`config.mk`:
```
export PLATFORM = sky130hd
export DESIGN_NAME = seq_gen
export DESIGN_NICKNAME = d
export VERILOG_FILES = /design/src/rtl/seq_gen.sv
export SDC_FILE = /design/constraint.sdc
export NUM_CORES = 1
export LEC_CHECK = 0
export ABC_AREA = 1
export CAP_MARGIN = 20
export CORE_MARGIN = 10
export CORE_UTILIZATION = 40
export DETAILED_ROUTE_END_ITERATION = 10
export PLACE_DENSITY = 0.66
export SYNTH_ARGS = -nofsm -noshare
export SYNTH_HDL_FRONTEND = slang
export SYNTH_SLANG_ARGS = --single-unit
```
`constraint.sdc`:
```
create_clock -name clk -period 1.9 [get_ports clk]
set_input_delay 0.19 -clock clk [delete_from_list [all_inputs] [get_ports clk]]
set_output_delay 0.19 -clock clk [all_outputs]
set_load 0.1 [all_outputs]
```
`src/rtl/seq_gen.sv`:
```
// Serial pattern generator: shifts a captured pattern out MSB-first, repeated
// rep+1 times, with registered x/valid/busy/done outputs.
module seq_gen #(
    parameter int WIDTH = 8
) (
    input  logic                     clk,
    input  logic                     rst,
    input  logic                     start,
    input  logic                     abort,
    input  logic [WIDTH-1:0]         pattern,
    input  logic [$clog2(WIDTH):0]   len,
    input  logic [3:0]               rep,
    output logic                     x,
    output logic                     valid,
    output logic                     busy,
    output logic                     done
);

    localparam int LW = $clog2(WIDTH) + 1;

    typedef enum logic [1:0] {
        IDLE  = 2'd0,
        SHIFT = 2'd1,
        DONE  = 2'd2
    } state_e;

    state_e           state_q, state_d;
    logic [WIDTH-1:0] sr_q, sr_d;
    logic [WIDTH-1:0] pat_q, pat_d;
    logic [LW-1:0]    len_q, len_d;
    logic [LW-1:0]    bit_cnt_q, bit_cnt_d;
    logic [3:0]       rep_cnt_q, rep_cnt_d;
    logic             x_q, x_d;
    logic             valid_q, valid_d;
    logic             busy_q, busy_d;
    logic             done_q, done_d;

    logic [LW-1:0]    len_clamp;
    logic [WIDTH-1:0] aligned;

    // The pattern is stored left-aligned so the next bit is always the MSB,
    // whatever len was; bit_cnt counts bits still to come in this repetition.
    always_comb begin
        // NOTE: every signal gets a default first so no path leaves it unassigned (no latches).
        state_d   = state_q;
        sr_d      = sr_q;
        pat_d     = pat_q;
        len_d     = len_q;
        bit_cnt_d = bit_cnt_q;
        rep_cnt_d = rep_cnt_q;
        x_d       = 1'b0;
        valid_d   = 1'b0;
        busy_d    = 1'b0;
        done_d    = 1'b0;

        len_clamp = (len > LW'(WIDTH)) ? LW'(WIDTH) : len;
        aligned   = pattern << (WIDTH - int'(len_clamp));

        case (state_q)
            IDLE: begin
                if (start && !abort) begin
                    pat_d     = aligned;
                    len_d     = len_clamp;
                    rep_cnt_d = rep;
                    busy_d    = 1'b1;
                    if (len_clamp == '0) begin
                        state_d = DONE;
                        done_d  = 1'b1;
                    end else begin
                        state_d   = SHIFT;
                        x_d       = aligned[WIDTH-1];
                        sr_d      = aligned << 1;
                        bit_cnt_d = len_clamp - LW'(1);
                        valid_d   = 1'b1;
                    end
                end
            end

            SHIFT: begin
                if (abort) begin
                    state_d   = IDLE;
                    sr_d      = '0;
                    bit_cnt_d = '0;
                    rep_cnt_d = '0;
                end else if (bit_cnt_q != '0) begin
                    x_d       = sr_q[WIDTH-1];
                    sr_d      = sr_q << 1;
                    bit_cnt_d = bit_cnt_q - LW'(1);
                    valid_d   = 1'b1;
                    busy_d    = 1'b1;
                end else if (rep_cnt_q != 4'd0) begin
                    // Next repetition starts immediately, no gap cycle.
                    x_d       = pat_q[WIDTH-1];
                    sr_d      = pat_q << 1;
                    bit_cnt_d = len_q - LW'(1);
                    rep_cnt_d = rep_cnt_q - 4'd1;
                    valid_d   = 1'b1;
                    busy_d    = 1'b1;
                end else begin
                    state_d = DONE;
                    done_d  = 1'b1;
                    busy_d  = 1'b1;
                end
            end

            DONE: begin
                state_d   = IDLE;
                sr_d      = '0;
                bit_cnt_d = '0;
                rep_cnt_d = '0;
            end

            default: begin
                state_d = IDLE;
            end
        endcase
    end

    // NOTE: sequential state uses non-blocking assignments only, so all flops update together.
    always_ff @(posedge clk or negedge rst) begin
        if (!rst) begin
            state_q   <= IDLE;
            sr_q      <= '0;
            pat_q     <= '0;
            len_q     <= '0;
            bit_cnt_q <= '0;
            rep_cnt_q <= '0;
            x_q       <= 1'b0;
            valid_q   <= 1'b0;
            busy_q    <= 1'b0;
            done_q    <= 1'b0;
        end else begin
            state_q   <= state_d;
            sr_q      <= sr_d;
            pat_q     <= pat_d;
            len_q     <= len_d;
            bit_cnt_q <= bit_cnt_d;
            rep_cnt_q <= rep_cnt_d;
            x_q       <= x_d;
            valid_q   <= valid_d;
            busy_q    <= busy_d;
            done_q    <= done_d;
        end
    end

    assign x     = x_q;
    assign valid = valid_q;
    assign busy  = busy_q;
    assign done  = done_q;

endmodule

```
=== Word-level counts from Yosys, hierarchy flattened ===
Cells that the tools add are included.

* Add/sub/neg operators: 5
* Multipliers: 0
* Divide/modulo/power cells: 0
* $lt $le $gt $ge: 1
* Eq/ne operators: 8
* Shift operators: 1
* Muxes and demuxes: 45
* Bitwise logic cells: 0
* Reductions and logical operators: 11

{| class="wikitable"
|+ Operator list
! kind !! number
|-
| 4-bit 2-to-1 mux || 10
|-
| 8-bit 2-to-1 mux || 5
|-
| 8-bit by 32-bit << shifter with 8-bit output || 1
|-
| 4-bit case mux with 3 select lines || 2
|-
| 8-bit case mux with 3 select lines || 1
|-
| 1-bit 2-to-1 mux || 17
|-
| 4-bit by 1-bit subtractor with 4-bit output, second input constant || 4
|-
| 2-bit 2-to-1 mux || 5
|-
| 3-bit != test, second input constant || 3
|-
| 1-bit case mux with 2 select lines || 4
|-
| 4-bit AND reduction || 2
|-
| 4-bit nonzero test || 2
|-
| 4-bit by 4-bit subtractor with 5-bit output, first input constant || 1
|-
| 4-bit > comparator, second input constant || 1
|-
| 4-bit logical NOT || 1
|-
| 2-bit != test, second input constant || 2
|-
| 4-bit != test, second input constant || 1
|-
| 2-bit case mux with 2 select lines || 1
|-
| 3-bit AND reduction || 1
|-
| 3-bit nonzero test || 1
|-
| 2-bit by 1-bit == test with 1-bit output, second input constant || 1
|-
| 2-bit == test, second input constant || 1
|-
| 2-bit logical NOT || 1
|-
| 2-bit AND reduction || 1
|-
| 2 further kinds || 2
|}

* Register bits after elaboration: 34
* Bits in latches: 0
* Memory bits (writable): 0
* Bits in read-only memories: 0
* Input port bits: 20
* Output and inout port bits: 4
* Word-level logic and storage cells: 81
* Memories kept: 0

=== Logic depth before layout (Yosys ltp) ===
* Depth in word-level cells: 7
* Gate-level depth with buffers: 16
* Depth with buffers taken out: 15

=== Least setup slack after synthesis ===
No wires, ideal clock.

* Path kind: input-to-reg
* Start point: input len[1]
* End point: register sr_q[5]
* Library setup time: 0.122 ns
* Arrival time: 1.692 ns
* Required time: 1.778 ns
* Slack: 0.086 ns
* Stages: 13
* Buffers on the path: 2
* Path through: nor2_2 > nand2_2 > nand2_4 > nand2_4 > buf_12 > ha_1 > nand3_1 > nand2_1 > o21ai_0 > nand2_1 > buf_4 > a21oi_1 > a21oi_2

* Word-level cells in the longest chain between the ends: 7
* Elaborated cells on any way between the ends: 10
* Those cells by class: 1 x add/sub; 1 x order compare; 1 x eq/ne; 1 x shift; 4 x mux; 2 x reduce/logical

{| class="wikitable"
|+ RTL lines
! what !! line !! text
|-
| start, declared || 11 || <nowiki>input logic [$clog2(WIDTH):0] len,</nowiki>
|-
| 4-bit > comparator || 56 || <nowiki>len_clamp = (len > LW'(WIDTH)) ? LW'(WIDTH) : len;</nowiki>
|-
| 4-bit 2-to-1 mux * || 56 ||
|-
| 4-bit by 4-bit subtractor with 5-bit output || 57 || <nowiki>aligned = pattern << (WIDTH - int'(len_clamp));</nowiki>
|-
| 8-bit by 32-bit << shifter with 8-bit output || 57 ||
|-
| 8-bit 2-to-1 mux || 66 || <nowiki>if (len_clamp == '0) begin</nowiki>
|-
| 8-bit 2-to-1 mux || 61 || <nowiki>if (start && !abort) begin</nowiki>
|-
| 8-bit case mux with 3 select lines || 59 || <nowiki>case (state_q)</nowiki>
|-
| end signal, assigned || 134 || <nowiki>sr_q <= sr_d;</nowiki>
|-
| end, declared || 28 || <nowiki>logic [WIDTH-1:0] sr_q, sr_d;</nowiki>
|}

Mark *: on every way between the ends. The rest lies on a longest branch, timed or not. The select of a mux whose other input is x is not followed.
A chain may end at the register's enable or synchronous reset.

=== Worst setup path in the final report ===
* Start point: input len[2]
* End point: register sr_q[6]

The elaborated chain is that of the path after synthesis.

==> impl_metrics.tcl <==
set metrics [dict create \
    yosys_warnings 0 \
    synthDistinctLibCells 27 \
    skew_ns 0.00529 \
    reg2reg_from "state_q[0]" \
    seqPwrFrac_pct 31.9 \
    switchingPower_w 0.00161 \
    start_kind "input port" \
    power.internal_w 0.00207 \
    cts_tree "done" \
    drt_iter0_drc 88 \
    grt_pass1_wl_mm 9.48 \
    io_pins 24 \
    hp-class "in2async" \
    gp_congestion 0.915 \
    track_usage_pct 13.1 \
    drive_gt1_share_pct 22.5 \
    cp_max_fo 6 \
    cts_max_path_buffers 2 \
    cap_viol_max_count 0 \
    die_area_um2 8850 \
    final_util_pct 54.6 \
    syn-mean-instance-area_um2 7.12 \
    grt_max_degree 34 \
    fmax_mhz 564 \
    syn_area_um2 2190 \
    synth-simple-area-share_pct 34.1 \
    die_w_um 94.1 \
    min_period_ns 1.77 \
    cts_hold_buffers 0 \
    cpLargestDelayFamily "buffers and inverters" \
    min_period_over_period_pct 93.3 \
    ir_drop_mv 0.605 \
    viasPerCell 4.89 \
    wl_mm 5.38 \
    yosys.area_share.adder_pct 3.99 \
    synth_xor_area_share_pct 1.25 \
    gr-total-overflow 0 \
    critical_path.cell_chain "clkdlybuf4s50_1, inv_1, nand2_2, nand2_4, nand2_4, ha_4, nand3_2, nand2_1, o21ai_0, nand2_1, inv_1, buf_4, nor2_1, a21oi_2" \
    drt-pass1-iter-count 4 \
    p_sw_share_pct 43.8 \
    dpl_cell_area_um2 2680 \
    dp_hpwl_mm 4.25 \
    syn_inst 308 \
    fill_cells 535 \
    power.leakage_nw 1.52 \
    clkSlewWorstSetupHoldPaths_ns 0.06 \
    synth_compound_area_share_pct 12.7 \
    status "finished clean" \
    numClockSinks 33 \
    synth_top_family_by_area "simple AND/OR/NAND/NOR gates" \
    core_area_um2 5200 \
    rows 26 \
    final_common_cell "nand2_1" \
    insertion_delay_ns 0.28 \
    cp_slowest_cell "clkdlybuf4s50_1" \
    worstPathBufferInverterCount 4 \
    dieHeight_um 94.1 \
    arrival_ns 1.94 \
    root_buffer "clkbuf_8" \
    nets 391 \
    path_class "in2reg" \
    finalHoldViolCount 0 \
    cp_slowest_stage_delay_ns 0.48 \
    cp-startpoint "len[2]" \
    synth-seq-cells 33 \
    clockPowerShare_pct 14.3 \
    slew_violations 0 \
    portBuffers 23 \
    synth_nets 335 \
    crit_required_ns 2.07 \
    areaGrowthSynthToFinish_pct 29.5 \
    first_global_vias 2189 \
    power.density_nw_per_um2 1290 \
    h-tree-depth 2 \
    maxSlewHeadroom_pct 72.1 \
    crit_path_end_kind "flop" \
    synthMuxAreaShare_pct 0 \
    route.detailed.drc 0 \
    vias 2124 \
    final_cell_mix "nand2_1 (81), inv_1 (38), buf_4 (37)" \
    ant_nets 0 \
    cts_buffers 5 \
    setup-violations-final 0 \
    yosysSeqAreaShare_pct 37.6 \
    start_util_pct 42.1 \
    n_antenna_cell 0 \
    antenna_found_initial 0 \
    wire_per_inst_um 12.4 \
    worstMarginPinSlew_ns 0.419 \
    combPwrFrac_pct 53.8 \
    finalInstanceArea_um2 2840 \
]
-- stage by stage --
stage / instances / setup slack [ns] / TNS (ns) / power (W) / hold slack, ns
floorplan: 308 / 0.0860 / 0 / 0.00251 / -0.106
global placement: 426 / -0.278 / -4.07 / 0.00306 / 0.463
detailed placement: 426 / -0.344 / -5.40 / 0.00310 / 0.467
CTS: 434 / 0.00905 / 0 / 0.00366 / 0.323
global route: 434 / -0.00634 / -0.00634 / 0.00404 / 0.342
finish: 434 / 0.127 / 0 / 0.00368 / 0.311
-- cells in the mapped netlist (all sizes together) --
cell type,count,area share [%]
a21oi,21,5.1
a22oi,2,0.68
a31oi,2,0.57
a32oi,1,0.40
buf,7,2.7
dfrtp,33,38
ha,7,4.0
inv,45,7.7
nand2,93,18
nand3,40,10
nand4,1,0.29
nor2,28,5.1
nor3,1,0.23
o21ai,22,5.0
o22ai,3,0.86
or2,1,0.29
xor2,1,1.3
-- final cells by class --
| cell class | count | area [um2] | area share (%) |
|---|---|---|---|
| clock buffers | 7 | 86.3 | 3.04 |
| multi-input cells | 223 | 1200 | 42.3 |
| repair buffers | 56 | 472 | 16.6 |
| flip-flops and latches | 33 | 826 | 29.1 |
| inverters | 45 | 169 | 5.94 |
| well taps | 70 | 87.6 | 3.08 |
-- worst paths after layout --
kind,end,slack (ns),depth (start not counted)
max,sr_q[6],0.13,14
min,bit_cnt_q[3],0.31,2
max reg2reg,sr_q[7],0.20,10
min reg2reg,pat_q[3],0.48,2
max in group asynchronous,pat_q[6],1.29,2
min in group clk,len_q[1],0.41,4
-- state kept, by name, indices dropped and copies added, names as in the netlist --
register and count:
len_q 4, done 1, state_q 2, pat_q 8, rep_cnt_q 4, valid 1
sr_q 7, bit_cnt_q 4, x 1, busy 1
-- power by group through the flow --
stage | sequential, W | combinational (W) | clock (W)
floorplan | 0.00128 | 0.00123 | 0
global placement | 0.00117 | 0.00189 | 0
detailed placement | 0.00118 | 0.00193 | 0
CTS | 0.00117 | 0.00195 | 0.000536
global route | 0.00120 | 0.00227 | 0.000571
finish | 0.00117 | 0.00198 | 0.000525
-- kinds of logic (layout without fill, tap and decap cells) --
family | count (synthesis) | count (layout)
AOI/OAI and AO/OA | 51 | 51
xor gates and xnor gates | 1 | 1
adders and majority gates | 7 | 7
buffers and inverters | 52 | 108
DFF | 33 | 33
and+or+nand+nor | 164 | 164
-- metal layers --
layer	track usage (%)	vias up	wire [um]
li1	-	1099	-
met5	0	-	0
met3	3.20	12	242
met4	5.44	0	129
met2	22.7	42	2590
met1	15.1	971	2420
-- repair_timing --
item / 4_1_cts / 5_1_grt
setup endpoints to repair: 5 / 19
resized for setup: 5 / 14
setup buffers: 1 / 0
endpoints found under the hold margin: 0 / 0
gates cloned: 0 / 0
pin swaps: 2 / 3
Power figures use the tool's default switching activity.
==> RTL change 1, RTL diff (same settings) <==
Register the inputs `start`, `abort`, `pattern`, `len` and `rep` before use, cleared by the reset. The logic sees them one clock later. Comments in the files are not updated.
--- a/src/rtl/seq_gen.sv
+++ b/src/rtl/seq_gen.sv
@@ -24,4 +24,26 @@
         DONE  = 2'd2
     } state_e;
+
+    logic start_q;
+    logic abort_q;
+    logic [WIDTH-1:0] pattern_q;
+    logic [$clog2(WIDTH):0] len_r;
+    logic [3:0] rep_q;
+
+    always_ff @(posedge clk or negedge rst) begin
+        if (!rst) begin
+            start_q   <= '0;
+            abort_q   <= '0;
+            pattern_q <= '0;
+            len_r     <= '0;
+            rep_q     <= '0;
+        end else begin
+            start_q   <= start;
+            abort_q   <= abort;
+            pattern_q <= pattern;
+            len_r     <= len;
+            rep_q     <= rep;
+        end
+    end
 
     state_e           state_q, state_d;
@@ -54,13 +76,13 @@
         done_d    = 1'b0;
 
-        len_clamp = (len > LW'(WIDTH)) ? LW'(WIDTH) : len;
-        aligned   = pattern << (WIDTH - int'(len_clamp));
+        len_clamp = (len_r > LW'(WIDTH)) ? LW'(WIDTH) : len_r;
+        aligned   = pattern_q << (WIDTH - int'(len_clamp));
 
         case (state_q)
             IDLE: begin
-                if (start && !abort) begin
+                if (start_q && !abort_q) begin
                     pat_d     = aligned;
                     len_d     = len_clamp;
-                    rep_cnt_d = rep;
+                    rep_cnt_d = rep_q;
                     busy_d    = 1'b1;
                     if (len_clamp == '0) begin
@@ -78,5 +100,5 @@
 
             SHIFT: begin
-                if (abort) begin
+                if (abort_q) begin
                     state_d   = IDLE;
                     sr_d      = '0;
Check against the original RTL: not equivalent (a bounded check fails within 4 cycles, from zero or initial values and one cycle with rst low).
==> RTL change 1 against the unedited design <==
First-iteration DRC count rose by 36%; sequential cell count increased by 18; critical endpoint is now pat_q[5]$_DFFE_PN0P_; largest power group unchanged; design area up 15%; routed wire length is 12% higher; total power grew 23%; synthesized area grew 19%; via count grew 8.4%; worst setup slack worse by 0.016 ns; global-route usage is 0.94 points lower; count of clock-buffer cells in the layout down 2.
==> RTL change 1: results (changes against the unedited design) <==
stage,metric,value,unit,change
status,status,completed,,
setup_path,Reg2Reg Depth,13,,+3
setup_path,CP Data Arrival Time,1.99,ns,+0.05 ns
grt,met3 Use GR,0.0254,,-0.00660
power_and_ir_drop,Switching Share,0.428,,-0.0105
place,Placer Congestion,0.890,,-2.8%
sta,Rel. slew slack,0.625,,-0.0954
setup_path,Critical Path Source Type,flop,,
cells_and_area,proportion of layout cells with a drive suffix above 1,0.218,,-0.00753
cts,later-pin clock latency in the skew report,0.30,ns,+0.02 ns
setup_path,r2r startpoint,len_r[1]$_DFF_PN0_,,
grt,first-pass GRT wire length,10300,microns,+8.8%
synthesis,"Distinct cells, synth",26,,-3.7%
synthesis,post-synth net total,358,,+6.9%
min_path,Hold WC Path Type,input port to flop,,
setup_path,CP peak stage delay,0.40,ns,-0.08 ns
setup_path,R2R Setup Slk,0.11,ns,-0.09 ns
cells_and_area,Layout Nets,398,,+1.8%
setup_path,worst r2r dst,pat_q[5]$_DFFE_PN0P_,,
synthesis,cells taking the most area after synthesis,"dfrtp_1 (49%), nand2_1 (13%), nand3_1 (7.7%)",,
place,HPWL reported at the end of detailed placement,4500,microns,+5.7%
synthesis,top post-synthesis cells by count,"nand2_1 (90), dfrtp_1 (51), inv_1 (41)",,
drt,wire per inst,13.4,microns,+8.3%
drt,initial drt markers,120,,+36%
drt,Vias,2302,,+8.4%
synthesis,sequential area share after synthesis,0.489,,+0.112
power_and_ir_drop,VDD IR max,0.000758,V,+25%
==> RTL change 1: changes by cell type in the layout (fill, tap and decap cells not counted), sizes merged, moves of 2 or more <==
cell,unedited run,this run
a21oi,21,18
buf,37,22
clkbuf,7,5
clkdlybuf4s50,16,18
clkinv,0,2
dfrtp,33,51
dlymetal6s2s,2,0
inv,45,47
nand2,93,97
nand3,40,42
nor2,28,25
o31ai,0,2
==> RTL change 1: how the worst max path moves through the flow <==
stage                                end  cells past startpoint
finish              pat_q[5]$_DFFE_PN0P_                     13
global route        pat_q[5]$_DFFE_PN0P_                     15
CTS                  sr_q[6]$_DFFE_PN0P_                     13
detailed placement   sr_q[6]$_DFFE_PN0P_                     15
global placement     sr_q[2]$_DFFE_PN0P_                     11
floorplan            sr_q[1]$_DFFE_PN0P_                     14
==> RTL change 1: routing by layer <==
metal,vias to the layer above,wire length (microns)
li1,1144,-
met1,1093,2850
met2,56,2800
met3,9,274
met4,0,104
met5,-,0
==> RTL change 1: worst max-delay path, delay by kind of cell (launching register included) <==
kind,cells,cell delay (ns)
adder cells (fa/ha/maj),1,0.19
AND/OR/NAND/NOR,11,1.02
flip-flops,1,0.40
buffers and inverters,1,0.07
==> RTL change 1: metrics by stage <==
stage | instances | setup WS, ns | TNS (ns) | hold slack (ns)
6_report | 449 | 0.111 | 0 | 0.317
5_1_grt | 449 | -0.0172 | -0.0376 | 0.306
4_1_cts | 448 | 0.0288 | 0 | 0.308
3_5_place_dp | 439 | 0.0718 | 0 | 0.213
3_3_place_gp | 439 | 0.104 | 0 | 0.210
2_1_floorplan | 331 | -0.0308 | -0.0536 | -0.106
==> RTL change 1: power by group through the flow <==
stage | clock network [mW] | registers (mW) | logic [mW]
final | 0.751 | 1.61 | 2.17
after global routing | 0.816 | 1.64 | 2.44
after CTS | 0.773 | 1.60 | 2.06
after detailed placement | 0 | 1.63 | 2.04
after global placement | 0 | 1.61 | 2.03
after floorplan | 0 | 1.74 | 1.37
==> RTL change 1: logic make-up (layout without fill, tap and decap cells) <==
kind of cell,after synthesis,count (layout),share of synthesized area
AO/OA/AOI/OAI,51,51,0.108
XOR/XNOR,1,1,0.0105
adder cells (fa/ha/maj),7,7,0.0335
buffers and inverters,55,96,0.0843
flip-flops,51,51,0.489
AND/OR/NAND/NOR,166,166,0.275
==> RTL change 1: layout make-up <==
cell class	instances	area [sq um]
Clock buffer	5	68.8
Clock inverter	3	43.8
Fill cell	586	3090
Inverter	47	181
Multi-Input combinational cell	225	1220
Sequential cell	51	1280
Tap cell	77	96.3
Timing Repair Buffer	41	369
==> RTL change 1: timing repair <==
action | CTS | global route
hold buffers | 1 | 0
resized for setup | 0 | 29
setup buffers | 0 | 1
setup endpoints to repair | 0 | 19
hold endpoints to repair | 24 | 0
==> RTL change 2, RTL diff (same settings) <==
Without the edit above. Change the parameter `WIDTH` from 8 to 4.
--- a/src/rtl/seq_gen.sv
+++ b/src/rtl/seq_gen.sv
@@ -2,5 +2,5 @@
 // rep+1 times, with registered x/valid/busy/done outputs.
 module seq_gen #(
-    parameter int WIDTH = 8
+    parameter int WIDTH = 4
 ) (
     input  logic                     clk,
Ports: changed (resized len and pattern); port bits go from 24 to 19. The function was not compared with the original's and may differ.
==> RTL change 2 against the unedited design <==
Total power shrank 28%; register-to-register slack gained 0.10 ns; routed wire length shrank 43%; worst setup slack gained 0.029 ns; count of clock-buffer cells in the layout shrank 4; design area shrank 35%; critical path type unchanged; sequential cell count shrank 10; largest power group unchanged; synthesized area shrank 33%.
==> RTL change 2: results (changes against the unedited design) <==
stage,metric,value,unit,change
place,Port Buf Inserts,18,,-22%
grt,largest net degree at the start of global routing,24,,-29%
cts,Post-CTS Setup Bufs,0,,-1
cells_and_area,largest registers,"pat_q: 4 flops, rep_cnt_q: 4 flops",,
setup_path,CP endpoint,sr_q[3]$_DFFE_PN0P_,,
cts,post_cts resized,0,,-5
synthesis,Synth Register Bits,23,,-30%
cells_and_area,Non-Clock Buffer Count,29,,-48%
grt,GRT Overall Usage,0.104,,-0.0273
cells_and_area,Multi-In Gates,135,,-39%
cells_and_area,Layout Nets,240,,-39%
cts,clk slew on worst S/H paths,0.09,ns,+0.03 ns
cells_and_area,FF/Latch Area,576,sq um,-30%
power_and_ir_drop,Pleak,0.950,nW,-37%
cells_and_area,non-clock buffer area fraction after layout,0.137,,-0.0286
place,Post-DP Area,1770,sq um,-34%
power_and_ir_drop,Switching Share,0.480,,+0.0420
cells_and_area,Finished Layout Cells,262,,-40%
setup_path,R2R Setup Slk,0.30,ns,+0.10 ns
sta,Hold WS,0.273,ns,-0.0374 ns
setup_path,worst r2r dst,rep_cnt_q[2]$_DFFE_PN0P_,,
drt,final wirelength,3050,microns,-43%
place,HPWL reported at the end of detailed placement,2410,microns,-43%
cells_and_area,Logic inverters,25,,-44%
power_and_ir_drop,Sequential Power Share,0.308,,-0.011
power_and_ir_drop,switching power,1.27,mW,-21%
drt,initial drt markers,70,,-20%
synthesis,"Distinct cells, synth",29,,+7.4%
sta,clk_skew,0.00850,ns,+0.00321 ns
setup_path,Critical path origin,len[1],,
synthesis,sequential area share after synthesis,0.392,,+0.0153
setup_path,Reg2Reg Depth,8,,-2
drt,Vias,1230,,-42%
cts,CTS buffer count,3,,-2
grt,vias in the first global route,1270,,-42%
setup_path,CP peak stage delay,0.43,ns,-0.05 ns
power_and_ir_drop,cell area power density,1440,nW/um^2,+12%
power_and_ir_drop,comb pwr,1.53,mW,-23%
power_and_ir_drop,VDD IR max,0.000603,V,-0.31%
synthesis,Mean Syn Cell Area,7.98,sq um,+12%
cells_and_area,proportion of layout cells with a drive suffix above 1,0.222,,-0.00305
place,Placer Congestion,0.829,,-9.4%
setup_path,CP Data Arrival Time,1.94,ns,about the same
synthesis,top post-synthesis cells by count,"nand2_1 (54), dfrtp_1 (23), inv_1 (22)",,
grt,initial antenna violation count,0,,unchanged
cells_and_area,fillers,324,,-39%
status,status,completed,,
synthesis,cells taking the most area after synthesis,"dfrtp_1 (39%), nand2_1 (14%), ha_1 (6.8%)",,
sta,Rel. slew slack,0.784,,+0.0636
cts,H-tree depth,1,,-1
die,Core Region,3440,sq um,-34%
sta,Final min period,1.74,ns,-0.0290 ns
## RTL change 2: cell count changes after synthesis, sizes merged, moves of 2 or more
cell,unedited run,this run
nor2,28,11
o21ai,22,20
nand2,93,66
a31oi,2,0
a21oi,21,6
nand3b,0,2
nand3,40,12
buf,7,1
inv,45,25
dfrtp,33,23
a22oi,2,0
## RTL change 2: cell families after synthesis
logic type      count (synthesis)  share of synthesized area
simple gates                   94                      0.336
buf+inv                        26                     0.0690
fa+ha+maj                       8                     0.0681
xor+xnor                        2                     0.0119
flops                          23                      0.392
compound gates                 31                      0.124
## RTL change 2: metal layers
| metal | part of all wire | GRT usage | up-vias |
|---|---|---|---|
| li1 | - | - | 659 |
| met1 | 0.51 | 0.139 | 542 |
| met2 | 0.42 | 0.163 | 25 |
| met3 | 0.050 | 0.0178 | 4 |
| met4 | 0.019 | 0.0370 | 0 |
| met5 | 0 | 0 | - |
